### src/rtl/knn_topk_vote.sv
// KNN back end: keeps the K nearest (distance, label) samples of one query in a
// sorted list, then tallies votes per class and resolves the winning class.
`timescale 1ns/1ps

module knn_topk_vote #(
    parameter int DIST_W    = 14,
    parameter int LABEL_W   = 4,
    parameter int K         = 5,
    parameter int NUM_CLASS = 5,
    parameter int TIE_MODE  = 0,
    parameter int VOTE_W    = $clog2(K + 1)
) (
    input  logic               clk_en,
    input  logic               reset_n,
    input  logic               start,
    input  logic               in_valid,
    output logic               in_ready,
    input  logic [DIST_W-1:0]  in_dist,
    input  logic [LABEL_W-1:0] in_label,
    input  logic               in_last,
    output logic               busy,
    output logic               label_err,
    output logic               result_valid,
    input  logic               result_ready,
    output logic [LABEL_W-1:0] result_label,
    output logic [VOTE_W-1:0]  result_votes,
    output logic [DIST_W-1:0]  result_min_dist,
    output logic               result_empty,
    output logic [2:0]         state_dbg
);

    // Handshakes: a sample transfers on a rising edge with in_valid && in_ready;
    // a result transfers with result_valid && result_ready. A producer holds its
    // data stable while its valid is high and the transfer has not happened.

    localparam int IDX_W = $clog2(K + 1);
    localparam int NLAB  = 2 ** LABEL_W;

    typedef enum logic [2:0] {
        S_IDLE    = 3'd0,
        S_COLLECT = 3'd1,
        S_VOTE    = 3'd2,
        S_RESOLVE = 3'd3,
        S_DONE    = 3'd4
    } state_t;

    state_t state, state_nxt;

    logic [K-1:0]       slot_valid;
    logic [DIST_W-1:0]  slot_dist  [K];
    logic [LABEL_W-1:0] slot_label [K];

    logic [VOTE_W-1:0]  cnt  [NLAB];
    logic [IDX_W-1:0]   rank [NLAB];

    logic [IDX_W-1:0]   vote_idx;
    logic [LABEL_W-1:0] cls_idx;
    logic [LABEL_W-1:0] best_label;
    logic [VOTE_W-1:0]  best_votes;
    logic [IDX_W-1:0]   best_rank;

    logic               accept;
    logic               label_bad;
    logic               keep;
    logic [K-1:0]       lt;
    logic               sel_valid;
    logic [LABEL_W-1:0] sel_label;
    logic [VOTE_W-1:0]  cur_cnt;
    logic [IDX_W-1:0]   cur_rank;
    logic               take;

    assign accept    = in_valid && in_ready;
    assign label_bad = {1'b0, in_label} >= (LABEL_W + 1)'(NUM_CLASS);
    assign keep      = accept && !label_bad;

    // Empty slots always accept, so the valid slots stay a sorted prefix and lt
    // is monotone: the first set bit is the insertion point.
    always_comb begin
        lt = '0;
        for (int i = 0; i < K; i++) begin
            lt[i] = !slot_valid[i] || (in_dist < slot_dist[i]);
        end
    end

    always_comb begin
        sel_valid = 1'b0;
        sel_label = '0;
        for (int i = 0; i < K; i++) begin
            if (vote_idx == IDX_W'(i)) begin
                sel_valid = slot_valid[i];
                sel_label = slot_label[i];
            end
        end
    end

    always_comb begin
        cur_cnt  = cnt[cls_idx];
        cur_rank = rank[cls_idx];
        take     = (cur_cnt > best_votes) ||
                   ((TIE_MODE != 0) && (cur_cnt == best_votes) &&
                    (cur_cnt != '0) && (cur_rank < best_rank));
    end

    // State register
    always_ff @(posedge clk_en or negedge reset_n) begin
        if (!reset_n) begin
            state <= S_IDLE;
        end else begin
            state <= state_nxt;
        end
    end

    // Next-state logic
    always_comb begin
        state_nxt = state;
        unique case (state)
            S_IDLE:    if (start) state_nxt = S_COLLECT;
            S_COLLECT: if (accept && in_last) state_nxt = S_VOTE;
            S_VOTE:    if (vote_idx == IDX_W'(K - 1)) state_nxt = S_RESOLVE;
            S_RESOLVE: if (cls_idx == LABEL_W'(NUM_CLASS - 1)) state_nxt = S_DONE;
            S_DONE:    if (result_valid && result_ready) state_nxt = S_IDLE;
            default:   state_nxt = S_IDLE;
        endcase
    end

    // Output logic
    always_comb begin
        in_ready  = (state == S_COLLECT);
        busy      = (state == S_COLLECT) || (state == S_VOTE) || (state == S_RESOLVE);
        state_dbg = state;
    end

    always_ff @(posedge clk_en or negedge reset_n) begin
        if (!reset_n) begin
            slot_valid      <= '0;
            for (int i = 0; i < K; i++) begin
                slot_dist[i]  <= '1;
                slot_label[i] <= '0;
            end
            for (int c = 0; c < NLAB; c++) begin
                cnt[c]  <= '0;
                rank[c] <= IDX_W'(K);
            end
            vote_idx        <= '0;
            cls_idx         <= '0;
            best_label      <= '0;
            best_votes      <= '0;
            best_rank       <= IDX_W'(K);
            label_err       <= 1'b0;
            result_valid    <= 1'b0;
            result_label    <= '0;
            result_votes    <= '0;
            result_min_dist <= '1;
            result_empty    <= 1'b0;
        end else begin
            case (state)
                S_IDLE: begin
                    if (start) begin
                        slot_valid <= '0;
                        for (int i = 0; i < K; i++) begin
                            slot_dist[i]  <= '1;
                            slot_label[i] <= '0;
                        end
                        for (int c = 0; c < NLAB; c++) begin
                            cnt[c]  <= '0;
                            rank[c] <= IDX_W'(K);
                        end
                        vote_idx   <= '0;
                        cls_idx    <= '0;
                        best_label <= '0;
                        best_votes <= '0;
                        best_rank  <= IDX_W'(K);
                        label_err  <= 1'b0;
                    end
                end
                S_COLLECT: begin
                    if (accept && label_bad) begin
                        label_err <= 1'b1;
                    end
                    if (keep) begin
                        if (lt[0]) begin
                            slot_valid[0] <= 1'b1;
                            slot_dist[0]  <= in_dist;
                            slot_label[0] <= in_label;
                        end
                        // Slots below the insertion point move down one place.
                        for (int i = 1; i < K; i++) begin
                            if (lt[i-1]) begin
                                slot_valid[i] <= slot_valid[i-1];
                                slot_dist[i]  <= slot_dist[i-1];
                                slot_label[i] <= slot_label[i-1];
                            end else if (lt[i]) begin
                                slot_valid[i] <= 1'b1;
                                slot_dist[i]  <= in_dist;
                                slot_label[i] <= in_label;
                            end
                        end
                    end
                end
                S_VOTE: begin
                    if (sel_valid) begin
                        cnt[sel_label] <= cnt[sel_label] + VOTE_W'(1);
                        if ((TIE_MODE != 0) && (cnt[sel_label] == '0)) begin
                            rank[sel_label] <= vote_idx;
                        end
                    end
                    vote_idx <= vote_idx + IDX_W'(1);
                end
                S_RESOLVE: begin
                    if (take) begin
                        best_label <= cls_idx;
                        best_votes <= cur_cnt;
                        best_rank  <= cur_rank;
                    end
                    cls_idx <= cls_idx + LABEL_W'(1);
                end
                S_DONE: begin
                    if (!result_valid) begin
                        result_valid    <= 1'b1;
                        result_label    <= best_label;
                        result_votes    <= best_votes;
                        result_min_dist <= slot_dist[0];
                        result_empty    <= !slot_valid[0];
                    end else if (result_ready) begin
                        result_valid <= 1'b0;
                    end
                end
                default: ;
            endcase
        end
    end

endmodule
### config.mk
export PLATFORM = sky130hd
export DESIGN_NAME = knn_topk_vote
export DESIGN_NICKNAME = d
export VERILOG_FILES = /design/src/rtl/knn_topk_vote.sv
export SDC_FILE = /design/constraint.sdc
export NUM_CORES = 1
export LEC_CHECK = 0
export ABC_CLOCK_PERIOD_IN_PS = 8500
export CAP_MARGIN = 20
export CORE_MARGIN = 4
export CORE_UTILIZATION = 35
export DETAILED_ROUTE_END_ITERATION = 8
export PLACE_DENSITY_LB_ADDON = 0.25
export SYNTH_ARGS = -nofsm -noshare
export SYNTH_HDL_FRONTEND = slang
export SYNTH_SLANG_ARGS = --single-unit
export TNS_END_PERCENT = 100
### constraint.sdc
create_clock -name clk_en -period 8.5 [get_ports clk_en]
set_clock_uncertainty 0.05 [all_clocks]
set_input_delay 1.7 -clock clk_en [delete_from_list [all_inputs] [get_ports clk_en]]
set_output_delay 1.7 -clock clk_en [all_outputs]
set_load 0.1 [all_outputs]
# Word-level counts from Yosys, hierarchy flattened
# Index checks and enable logic that the tools add are counted.
# word_totals
reg_bits	184
latch_bits	0
ramBits	0
romBits	0
input_bits	24
output_inout_bits	29
memories	0
# op_classes
n_addsub	3
multipliers	0
div	0
magnitude_cmp	10
eq_ne	23
n_shift	0
muxes	77
bitwise	3
n_reduce_logical	36
# ops
operator	count
$mux W70	2
$pmux W70 S2	1
$mux W14	9
$mux W48	2
$pmux W48 S2	1
$lt A14 B14 Y1	5
$mux W4	16
$bwmux W48	1
$mux W20	2
$pmux W20 S2	1
$mux W3	12
$bmux W3 S4	2
$reduce_and A4 Y1	5
$mux W1	18
$pmux W4 S2	2
$pmux W3 S5	1
$ne A2 B2 Y1 const B	7
$demux W3 S4	1
$eq A3 B2 Y1 const B	4
$ne A3 B1 Y1 const B	4
$pmux W3 S2	2
$ge A5 B5 Y1 const B	2
$mux W5	2
$not A4 Y5	2
other kinds (20)	48

# Longest topological paths before layout
# depth
ltp_word	14
mapped_depth	17
depth_no_buf	13

# Worst setup path after synthesis
# No wires, ideal clock.
# synth_timing
path_kind	reg2out
start	register state[0], in the netlist state_dbg[0]
end	output in_ready
t_arrival_ns	2.774
required_time_ns	6.750
setup_slack_ns	3.976
stages_incl_launch_ff	6
path_buffers	2
path_cell_list	dfrtp_1 > inv_1 > or3_1 > clkbuf_1 > inv_2 > clkbuf_1
# synth_between
elab_chain_cells	1
# synth_rtl
element	line	rtl
start: declaration	47	state_t state, state_nxt;
start signal: assignment	109	state <= state_nxt;
$eq A3 B1 Y1	128	in_ready = (state == S_COLLECT);
end: declaration	17	output logic in_ready,
# No other way between the ends.

# Final worst setup path
# Same ends and word-level chain as after synthesis.

==> results by group <==
Drt
  • Routed WL: 30,100 um
  • Antenna-violating nets left: 0
  • DR WL/cell: 20.1 um
  • DRT iter0 DRCs: 623
  • DR top layer: met4
  • DRC: 0
  • Metal1 wirelength: 14,700 um
  • Met2 WL: 13,300 um
  • Via count: 8,293
  • 1st-pass router iterations: 5
  • Via-to-Cell Ratio: 5.52
  • Met3 wire length: 1620 um

Die
  • FP Rows: 65
  • Total core area: 31,700 um^2
  • I/O pin count: 53
  • Die footprint: 35,300 um^2
  • Die Span Y: 188 um
  • Die Width: 188 um
  • Starting Density: 0.357

Synth
  • Ys async rst share: 1.00
  • Simple-gate portion of the synthesized area: 0.0897
  • Largest family of logic cells by synthesized area: compound AO/OA/AOI/OAI gates
  • Syn_area_per_cell: 10.7 um^2
  • Sequential share of the synthesized area: 0.416
  • Post-Synth XOR/XNOR Area: 0.00232
  • Compound-Gate Fraction of Synth Area: 0.177
  • Syn Nets: 1,159
  • Total of warnings raised by yosys: 0
  • Distinct cells, synth: 76
  • Main flop type after synthesis: dfrtp_1
  • Post-Syn Instances: 1,059
  • Post-synth EDFFs: 0
  • Mux share of post-synthesis cell area: 0.177
  • Synthesized area: 11,300 um^2
  • Adder and majority gate portion of the synthesized area: 0.0840
  • Yosys reg bits: 184

Finish
  • Fin nets: 1,188
  • Finished Cell Area: 12,800 um^2
  • Final Non-Filler Cells: 1,503
  • Share of layout cells above drive strength 1: 0.208
  • Antenna cells: 0
  • Syn-to-layout area delta: 12.8%

Setup path
  • Worst r2r src: vote_idx[2]$_DFFE_PN0P_
  • CP Capture Type: output pin
  • Top delay family on crit path: buffers and inverters
  • CP arrival: 3.45 ns
  • Critical path cell sequence: inv_1 > or3_2 > buf_4 > inv_2 > clkdlybuf4s50_1
  • Highest cell delay on the worst timing path: 1.22 ns
  • Crit path kind: reg -> out
  • Critical Path Slowest Stage Cell: clkdlybuf4s50_1
  • Worst reg2reg endpoint: cnt[23]$_DFFE_PN0P_
  • Crit Path Max Fanout: 50
  • Worst EP required: 6.75 ns
  • Critical path startpoint category: register
  • Register-to-register setup slack: 3.97 ns
  • Buf/Inv on CP: 4
  • R2R cell count: 13

Placement
  • DP Cell Count: 1,471
  • Detailed placement HPWL: 21,000 um
  • Gpl congestion: 0.830
  • Placed instance area: 12,200 um^2
  • Number of buffers added on ports: 52

Power
  • LEAKAGE: 6.00 nW
  • Clk network pwr share: 0.201
  • Int Power: 2.15 mW
  • Net Switching: 1.86 mW
  • Pwr dens: 314 nW/um^2
  • Sequential Power Share: 0.331
  • Combinational share of power: 0.468
  • Switching Share: 0.464
  • Maximum vdd drop: 0.145 mV

Worst hold path
  • Hold Crit Class: reg -> reg
  • Hold depth: 2
  • Worst Hold Endpoint: slot_dist[18]$_DFFE_PN1P_
  • Worst hold start: slot_dist[18]$_DFFE_PN1P_

GRT
  • Initial antenna violation count: 0
  • Largest net degree at the start of global routing: 116
  • First-pass GRT wire length: 48,400 um
  • Vias in the first global route: 8,220
  • Total track usage: 0.171
  • Grt ovf: 0

STA
  • Final setup vio count: 0
  • Worst-margin pin slew: 1.11 ns
  • Max Clock Freq: 0.192 GHz
  • TNS Setup: 0 ns
  • Fin crit period: 5.20 ns
  • Relative max-transition margin: 0.257
  • Unrepaired setup endpoints after global routing: false
  • Final hold violations: 0
  • Max-slew violation count: 0
  • Period utilisation layout: 0.612

Clock tree
  • TritonCTS clock tree: done
  • Worst-skew pair later-pin latency: 0.44 ns
  • Total CTS buffers: 17
  • CTS-repair resized insts: 0
  • Clock buffer depth: 2
  • Worst-path clk slew: 0.07 ns
  • Post-CTS Setup Inserts: 0
  • CTS H-Tree Depth: 4
  • Clock sink count: 184
  • Cts hold-fix bufs: 0
  • CTS Root Cell: clkbuf_16

Run
  • Max_cap viols: 0

Status
  • Outcome: finished clean
==> logic make-up after synthesis <==
| kind of cell | after synthesis |
|---|---|
| AOI/OAI and AO/OA | 263 |
| and+or+nand+nor | 218 |
| DFF | 184 |
| muxes | 170 |
| buffers and inverters | 145 |
| adders and majority gates | 76 |
| xor gates and xnor gates | 3 |
==> Yosys cell counts (3+ instances only) <==
library cell,count,area (um^2)
ha_1,76,951
a211oi_1,8,60.1
nand2b_1,5,31.3
xor2_1,3,26.3
nor2_1,67,251
nor3b_1,3,22.5
a21oi_1,28,140
a21oi_4,3,48.8
o2bb2ai_1,5,43.8
nand3_1,18,90.1
a31oi_1,4,25.0
nand4_1,5,31.3
nand2_1,79,297
clkbuf_1,24,90.1
buf_6,3,33.8
o22ai_1,6,37.5
mux2_2,57,642
nor3_1,6,30.0
inv_1,92,345
o21a_1,3,22.5
buf_2,17,85.1
a21o_1,28,210
o21ai_1,3,15.0
a22o_1,26,228
and3_1,4,25.0
nand3b_1,8,60.1
dfstp_2,84,2210
o21ai_0,55,275
a32o_1,25,250
and2_1,5,31.3
mux4_2,17,383
buf_4,5,37.5
nor2b_1,5,31.3
mux2i_1,95,951
a2bb2oi_1,28,245
dfrtp_1,100,2500
o31ai_1,8,60.1
==> layout make-up <==
| type | count | area (um^2) |
|---|---|---|
| clock inverter | 15 | 156 |
| tap | 402 | 503 |
| fill | 3072 | 18900 |
| sequential | 184 | 4710 |
| multi-input combinational | 730 | 6020 |
| clock buffer | 17 | 425 |
| timing repair buffer | 62 | 607 |
| inverter | 93 | 349 |
==> sequential cells by signal, summed over array words and instances, names as in the netlist, 3 cells and up <==
signal and cells:
cls_idx 4, slot_dist 70, slot_label 20, best_label 4, vote_idx 3, result_label 4
result_votes 3, cnt 48, slot_valid 5, state_dbg 3, result_min_dist 14, best_votes 3
==> worst reg2reg max path: stages (launching register included) <==
cell and delay, ns:
dfrtp_1 0.62, inv_1 0.09, ha_1 0.36, or3_4 0.41, a21oi_4 0.16, o21bai_2 0.14
buf_4 0.28, mux4_2 0.58, mux2i_4 0.37, mux2i_1 0.13, ha_1 0.32, or3_1 0.41
a21oi_1 0.33, a32o_1 0.22
==> routing by layer <==
metal / up-vias / track usage
li1: 3931 / -
met1: 4116 / 0.255
met2: 212 / 0.257
met3: 34 / 0.0318
met4: 0 / 0.0466
met5: - / 0
==> cell usage in the layout (no fill, tap or decap), types with 9 or more instances in the layout <==
| cell | n |
|---|---|
| ha_1 | 76 |
| a21o_1 | 28 |
| a2bb2oi_1 | 28 |
| clkdlybuf4s50_1 | 51 |
| mux2i_1 | 95 |
| clkbuf_16 | 17 |
| inv_1 | 92 |
| nand3_1 | 18 |
| a32o_1 | 25 |
| buf_4 | 9 |
| a21oi_1 | 28 |
| o21ai_0 | 55 |
| nand2_1 | 79 |
| mux4_2 | 17 |
| dfrtp_1 | 100 |
| dfstp_2 | 84 |
| a22o_1 | 26 |
| mux2_2 | 57 |
| nor2_1 | 66 |
==> through the flow <==
| step | power, mW | hold WS [ns] | utilization | setup WS [ns] |
|---|---|---|---|---|
| 2_1_floorplan | 2.72 | 0.415 | - | 3.98 |
| 3_3_place_gp | 3.20 | 0.431 | 0.384 | 3.26 |
| 3_5_place_dp | 3.21 | 0.439 | 0.384 | 3.22 |
| 4_1_cts | 4.03 | 0.452 | 0.403 | 3.30 |
| 5_1_grt | 4.24 | 0.461 | 0.403 | 3.20 |
| 6_report | 4.01 | 0.449 | 0.403 | 3.30 |
==> power groups by stage <==
stage / Sequential (mW) / Clock (mW) / Combinational (mW)
after floorplan: 1.63 / 0 / 1.08
after global routing: 1.36 / 0.858 / 2.03
final: 1.33 / 0.804 / 1.88
after CTS: 1.33 / 0.825 / 1.88
after global placement: 1.34 / 0 / 1.86
after detailed placement: 1.34 / 0 / 1.87
==> how the worst max path moves through the flow <==
stage                                   from                   endpoint  slack (ns)  depth (start not counted)
floorplan           state_dbg[0]$_DFFE_PN0P_                   in_ready        3.98                          5
global route        state_dbg[0]$_DFFE_PN0P_                   in_ready        3.20                          5
detailed placement                in_dist[4]  slot_dist[42]$_DFFE_PN1P_        3.22                          9
global placement                  in_dist[4]  slot_dist[42]$_DFFE_PN1P_        3.26                          9
CTS                 state_dbg[0]$_DFFE_PN0P_                   in_ready        3.30                          5
finish              state_dbg[0]$_DFFE_PN0P_                   in_ready        3.30                          5
Power figures use the tool's default switching activity.
